==> src/rtl/mem_axil_bridge.sv <==
// mem_axil_bridge: responder for the MEM-stage request/done handshake.
// Each accepted load or store runs as exactly one AXI4-Lite master
// transaction, and completion is reported with a single-cycle done pulse.
module mem_axil_bridge #(
  parameter int ADDR_WIDTH = 32,
  parameter int DATA_WIDTH = 32
) (
  input  logic                    clk_i,
  input  logic                    rst_i,
  // MEM-stage request/done handshake
  input  logic                    mem_req_i,
  input  logic                    mem_we_i,
  input  logic [ADDR_WIDTH-1:0]   mem_addr_i,
  input  logic [DATA_WIDTH-1:0]   mem_wdata_i,
  input  logic [DATA_WIDTH/8-1:0] mem_strb_i,
  output logic                    mem_done_o,
  output logic [DATA_WIDTH-1:0]   mem_rdata_o,
  output logic                    mem_err_o,
  // AXI4-Lite write address channel
  output logic [ADDR_WIDTH-1:0]   m_axil_awaddr_o,
  output logic [2:0]              m_axil_awprot_o,
  output logic                    m_axil_awvalid_o,
  input  logic                    m_axil_awready_i,
  // AXI4-Lite write data channel
  output logic [DATA_WIDTH-1:0]   m_axil_wdata_o,
  output logic [DATA_WIDTH/8-1:0] m_axil_wstrb_o,
  output logic                    m_axil_wvalid_o,
  input  logic                    m_axil_wready_i,
  // AXI4-Lite write response channel
  input  logic [1:0]              m_axil_bresp_i,
  input  logic                    m_axil_bvalid_i,
  output logic                    m_axil_bready_o,
  // AXI4-Lite read address channel
  output logic [ADDR_WIDTH-1:0]   m_axil_araddr_o,
  output logic [2:0]              m_axil_arprot_o,
  output logic                    m_axil_arvalid_o,
  input  logic                    m_axil_arready_i,
  // AXI4-Lite read data channel
  input  logic [DATA_WIDTH-1:0]   m_axil_rdata_i,
  input  logic [1:0]              m_axil_rresp_i,
  input  logic                    m_axil_rvalid_i,
  output logic                    m_axil_rready_o
);

  localparam int STRB_WIDTH = DATA_WIDTH / 8;

  typedef enum logic [2:0] {
    S_IDLE,
    S_WR_REQ,
    S_WR_RESP,
    S_RD_REQ,
    S_RD_RESP,
    S_DONE
  } state_t;

  state_t                  state_q, state_d;
  logic [ADDR_WIDTH-1:0]   addr_q, addr_d;
  logic [DATA_WIDTH-1:0]   wdata_q, wdata_d;
  logic [STRB_WIDTH-1:0]   strb_q, strb_d;
  logic                    awvalid_q, awvalid_d;
  logic                    wvalid_q, wvalid_d;
  logic                    arvalid_q, arvalid_d;
  logic [DATA_WIDTH-1:0]   rdata_q, rdata_d;
  logic                    err_q, err_d;

  logic                    aw_fire;
  logic                    w_fire;

  assign aw_fire = awvalid_q & m_axil_awready_i;
  assign w_fire  = wvalid_q & m_axil_wready_i;

  // State and datapath registers, all cleared by synchronous reset
  always_ff @(posedge clk_i) begin
    if (rst_i) begin
      state_q   <= S_IDLE;
      addr_q    <= '0;
      wdata_q   <= '0;
      strb_q    <= '0;
      awvalid_q <= 1'b0;
      wvalid_q  <= 1'b0;
      arvalid_q <= 1'b0;
      rdata_q   <= '0;
      err_q     <= 1'b0;
    end else begin
      state_q   <= state_d;
      addr_q    <= addr_d;
      wdata_q   <= wdata_d;
      strb_q    <= strb_d;
      awvalid_q <= awvalid_d;
      wvalid_q  <= wvalid_d;
      arvalid_q <= arvalid_d;
      rdata_q   <= rdata_d;
      err_q     <= err_d;
    end
  end

  // Next-state logic: sequence one AXI transaction per accepted request
  always_comb begin
    state_d   = state_q;
    addr_d    = addr_q;
    wdata_d   = wdata_q;
    strb_d    = strb_q;
    awvalid_d = awvalid_q;
    wvalid_d  = wvalid_q;
    arvalid_d = arvalid_q;
    rdata_d   = rdata_q;
    err_d     = err_q;

    case (state_q)
      S_IDLE: begin
        if (mem_req_i) begin
          addr_d  = mem_addr_i;
          wdata_d = mem_wdata_i;
          strb_d  = mem_strb_i;
          err_d   = 1'b0;
          if (mem_we_i) begin
            awvalid_d = 1'b1;
            wvalid_d  = 1'b1;
            state_d   = S_WR_REQ;
          end else begin
            arvalid_d = 1'b1;
            state_d   = S_RD_REQ;
          end
        end
      end
      S_WR_REQ: begin
        // AW and W retire independently; a channel already done counts as complete
        if (aw_fire) awvalid_d = 1'b0;
        if (w_fire)  wvalid_d  = 1'b0;
        if ((!awvalid_q || aw_fire) && (!wvalid_q || w_fire)) begin
          state_d = S_WR_RESP;
        end
      end
      S_WR_RESP: begin
        if (m_axil_bvalid_i) begin
          err_d   = (m_axil_bresp_i != 2'b00);
          state_d = S_DONE;
        end
      end
      S_RD_REQ: begin
        if (m_axil_arready_i) begin
          arvalid_d = 1'b0;
          state_d   = S_RD_RESP;
        end
      end
      S_RD_RESP: begin
        if (m_axil_rvalid_i) begin
          rdata_d = m_axil_rdata_i;
          err_d   = (m_axil_rresp_i != 2'b00);
          state_d = S_DONE;
        end
      end
      S_DONE: begin
        // mem_req_i is deliberately ignored here: it still belongs to the retiring access
        state_d = S_IDLE;
      end
      default: begin
        state_d = S_IDLE;
      end
    endcase
  end

  assign m_axil_awaddr_o  = addr_q;
  assign m_axil_awprot_o  = 3'b000;
  assign m_axil_awvalid_o = awvalid_q;
  assign m_axil_wdata_o   = wdata_q;
  assign m_axil_wstrb_o   = strb_q;
  assign m_axil_wvalid_o  = wvalid_q;
  assign m_axil_bready_o  = (state_q == S_WR_RESP);
  assign m_axil_araddr_o  = addr_q;
  assign m_axil_arprot_o  = 3'b000;
  assign m_axil_arvalid_o = arvalid_q;
  assign m_axil_rready_o  = (state_q == S_RD_RESP);

  assign mem_done_o  = (state_q == S_DONE);
  assign mem_err_o   = (state_q == S_DONE) && err_q;
  assign mem_rdata_o = rdata_q;

endmodule
==> config.mk <==
export PLATFORM = sky130hd
export DESIGN_NAME = mem_axil_bridge
export DESIGN_NICKNAME = d
export VERILOG_FILES = /design/src/rtl/mem_axil_bridge.sv
export SDC_FILE = /design/constraint.sdc
export NUM_CORES = 1
export LEC_CHECK = 0
export CORE_UTILIZATION = 40
export DETAILED_ROUTE_END_ITERATION = 10
export PLACE_DENSITY = 0.84
export SLEW_MARGIN = 20
export SYNTH_ARGS = -nofsm -noshare
export SYNTH_HDL_FRONTEND = slang
export SYNTH_SLANG_ARGS = --single-unit
==> constraint.sdc <==
create_clock -name clk_i -period 2.6 [get_ports clk_i]
set_clock_uncertainty 0.1 [all_clocks]
set_input_delay 0.26 -clock clk_i [delete_from_list [all_inputs] [get_ports clk_i]]
set_output_delay 0.26 -clock clk_i [all_outputs]
set_load 0.01 [all_outputs]
* After elaboration in Yosys (flattened, before gate mapping)
Cells that the tools add are included.
** Cells by class
- Eq/ne operators :: 14
- Multiplexer cells :: 21
- Bitwise gates (word level) :: 2
- Reductions and logical operators :: 19
** Operator list (number)
- $ne 2x2->1 const B :: 9
- $reduce_and 4->1 :: 4
- $mux 3 :: 5
- $pmux 3 s5 :: 1
- $mux 1 :: 10
- $reduce_bool 2->1 :: 4
- $eq 3x2->1 const B :: 2
- $eq 3x3->1 const B :: 2
- $pmux 1 s2 :: 3
- $reduce_and 5->1 :: 1
- $reduce_and 2->1 :: 2
- $eq 3x1->1 const B :: 1
- $logic_not 3->1 :: 1
- $pmux 1 s3 :: 1
- $reduce_bool 3->1 :: 1
- $and 1x1->1 :: 2
- $logic_and 1x1->1 :: 2
- $logic_not 1->1 :: 2
- $logic_or 1x1->1 :: 2
- $mux 2 :: 1
** Storage, ports and cells
- Flip-flop bits (word level) :: 107
- Bits of input ports :: 113
- Output and inout port bits :: 145

* Depth between registers and ports, before layout
- Depth in word-level cells :: 5
- Gate-level depth with buffers :: 7

* Worst setup path before layout
No wires, ideal clock.
- Path type :: register -> register
- Start :: register state_q[2]
- End :: register addr_q[30] (netlist: m_axil_araddr_o[30])
- Setup time :: 132 ps
- Data arrival time :: 1442 ps
- Required time :: 2368 ps
- Path slack :: 926 ps
- Stages on the path, launching flop included :: 8
- Path buffers :: 4
- Cell sequence :: dfxtp_1 buf_2 or4b_1 clkbuf_1 buf_6 buf_6 nand2_1 a21oi_1
** On the way
- Cells in the longest elaborated chain, start to end :: 2
** RTL lines
- from (decl) :: RTL line 56 : state_t state_q, state_d;
- from (signal assigned) :: RTL line 85 : state_q <= state_d;
- $logic_not 3->1 :: RTL line 109 : case (state_q)
- $reduce_and 2->1 (no source line)
- to (signal assigned) :: RTL line 86 : addr_q <= addr_d;
- to (decl) :: RTL line 57 : logic [ADDR_WIDTH-1:0] addr_q, addr_d;
Every way passes these cells.
A chain may end at the register's enable or synchronous reset.

* Worst setup path in the final report
- Start :: register state_q[1]
- End :: output port m_axil_bready_o
** On the way
- Cells in the longest elaborated chain, start to end :: 1
** RTL lines
- $eq 3x2->1 :: RTL line 169 : assign m_axil_bready_o = (state_q == S_WR_RESP);
- to (decl) :: RTL line 32 : output logic m_axil_bready_o,
Every way passes these cells.

==> results.yml <==
outcome:
  status: "finished, final reports clean"
synthesis:
  syn_avg_cell_area_um2: 7.93
  synth.most_common_cell: "nand2_1"
  synth-seq-cells: 107
  netlist_top_cells_count: "nand2_1 (201), dfxtp_1 (107), a21oi_1 (106), buf_4 (38), clkbuf_1 (18)"
  synthFlopType: "dfxtp_1"
  yosysTopAreaCellShare_pct: 51.5
  synth_area_leaders: "dfxtp_1 (51%), nand2_1 (18%), a21oi_1 (13%)"
  ys_types: 32
  synth_edf_count: 0
  synthCells: 525
  synth_top_area_cell: "dfxtp_1"
  yosysWarningCount: 0
  synthesis.area_um2: 4160
  synth_seq_area_share_pct: 51.5
  synth_async_sr_flop_share_pct: 0
detailed_routing:
  first_pass_iters: 4
  vias: 4106
  wl_per_cell_um: 14.0
  ant_nets: 0
  dr.first_iter.drc_count: 188
  routed_via_density: 4.76
  drc: 0
  wirelength_um: 12000
die:
  die_h_um: 104
  io_pins: 258
  die_x_um: 104
  coreArea_um2: 9910
  num_rows: 36
  die_area_um2: 10800
  start_util_pct: 42.0
timing:
  period_share_pct: 92.0
  hold_violations: 0
  relSlewSlack_pct: 51.6
  max_slew.worst_pin.slew_ns: 0.722
  hold_ws_ns: 0.246
  rsz0062_at_grt: "false"
  tns_ns: 0
  fin_crit_ns: 2.39
  fmax_ghz: 0.418
  finalSetupViolCount: 0
  slew_viol_final: 0
final_layout:
  layout-drive-gt1-share_pct: 3.70
  nFillCells: 817
  multi_input_comb_area_um2: 1560
  nets: 838
  regArea_um2: 2140
  antenna_cells: 0
  areaGrowthSynthToFinish_pct: 60.1
cts:
  postCtsHoldBufs: 0
  cts_root_buf: "clkbuf_8"
  cts-htree-levels: 3
  cts_setup_buffers: 0
  clockBufferDepth: 2
  postCtsResizedCells: 0
  cts.clk_slew.worst_paths_ns: 0.09
  cts_buffers: 9
  cts_tree: "yes"
  cts_num_sinks: 107
  clkLatencyLatePin_ns: 0.35
grt:
  grt_max_degree: 69
  met1_usage_pct: 24.4
  grt_usage_pct: 22.0
  grt_pass1_vias: 4094
  grtUsageMet3_pct: 6.08
  grt.met2_usage_pct: 38.3
  busiest_layer: "met2"
  grt_first_pass_wirelength_um: 19300
  antenna_found_initial: 0
  grt_overflow: 0
critical_path:
  r2r_start: "state_q[1]$_SDFFE_PP0P_"
  crit_path_cell_trace: "nor2b_1 -> and2_1 -> clkdlybuf4s50_1"
  worstSetupStartpointType: "flip-flop"
  arrival_ns: 2.03
  critPathMaxFanout: 13
  end_kind: "primary output"
  crit_type: "flip-flop to primary output"
  critical_path.slowest_cell: "dfxtp_1"
  cpPeakStageDelay_ns: 0.63
  crit_start: "state_q[1]$_SDFFE_PP0P_"
  worstPathRequired_ns: 2.24
power:
  p_leak_nw: 2.36
  vdd_ir_drop_max_mv: 0.358
  p_per_area_nw_per_um2: 739
worst_hold_path:
  min_from: "rst_i"
  min_path_type: "input port to flip-flop"
place:
  routabilityCongestion: 0.828
  port-buffer-count: 251
  hpwl_um: 8930
job:
  maxCapViolations: 0
## layer usage
| metal | routed length, um | vias to the layer above |
|---|---|---|
| met5 | 0 | - |
| li1 | - | 2041 |
| met2 | 5920 | 178 |
| met3 | 922 | 33 |
| met1 | 4740 | 1854 |
| met4 | 454 | 0 |
## cells in the final DEF, fill, tap and decap left out, drive strengths merged, types with 2 or more instances in the layout
master         count
nor2b              3
a21oi            106
and2               3
o21ai              3
inv                3
nand2            201
conb               6
nor3b              2
clkbuf            13
nor2               2
a211oi             2
dfxtp            107
buf               10
clkdlybuf4s50    250
## where the power goes
part | leakage, nW | internal (mW) | switching, mW | total, mW
clock network | 0.0795 | 0.370 | 0.515 | 0.885
registers | 0.873 | 1.90 | 0.191 | 2.09
logic | 1.41 | 1.04 | 0.909 | 1.95
total | 2.36 | 3.31 | 1.62 | 4.93
## worst max-delay path: cells and delay by family, from the launching register on
family / cells / cell delay [ns]
DFF: 1 / 0.63
buffers and inverters: 1 / 0.55
and+or+nand+nor: 2 / 0.50
## metrics by stage
step	util (%)	cells	cell area, um^2	power (mW)	worst slack [ns]
floorplan	-	530	4180	3.16	0.926
global placement	65.6	847	6500	4.03	0.409
finish	67.2	862	6660	4.93	0.208
detailed placement	65.6	847	6500	4.10	0.339
CTS	67.2	862	6660	4.98	0.153
global route	67.2	862	6660	5.22	0.0350
## flip-flops by register name (all words and copies together), names as in the netlist
name	cells
err_q	1
m_axil_araddr_o	32
m_axil_arvalid_o	1
m_axil_awvalid_o	1
m_axil_wdata_o	32
m_axil_wstrb_o	4
m_axil_wvalid_o	1
mem_rdata_o	32
state_q	3
## logic make-up after synthesis
logic type      share of synthesized area, %
compound gates                          14.9
simple gates                            21.4
other cells                           0.0901
mux                                    0.511
flops                                   51.5
buf+inv                                 11.6
## final timing paths
path / to / slack (ns) / depth (start not counted)
worst max register to register: m_axil_wdata_o[21]$_SDFFE_PP0P_ / 0.61 / 4
worst min-delay path: m_axil_araddr_o[10]$_SDFFE_PP0P_ / 0.25 / 2
worst min register to register: mem_rdata_o[6]$_SDFFE_PP0P_ / 0.36 / 2
worst max-delay path: m_axil_bready_o / 0.21 / 3
## area by class of cell
cell class,count,area share (%)
clock buffer,13,2.23
clock inverter,2,0.188
inverter,3,0.169
multi-input combinational,344,23.3
sequential,107,32.1
tap,133,2.50
timing repair buffer,260,39.4
Note: power is estimated with default switching activity, not from simulation.
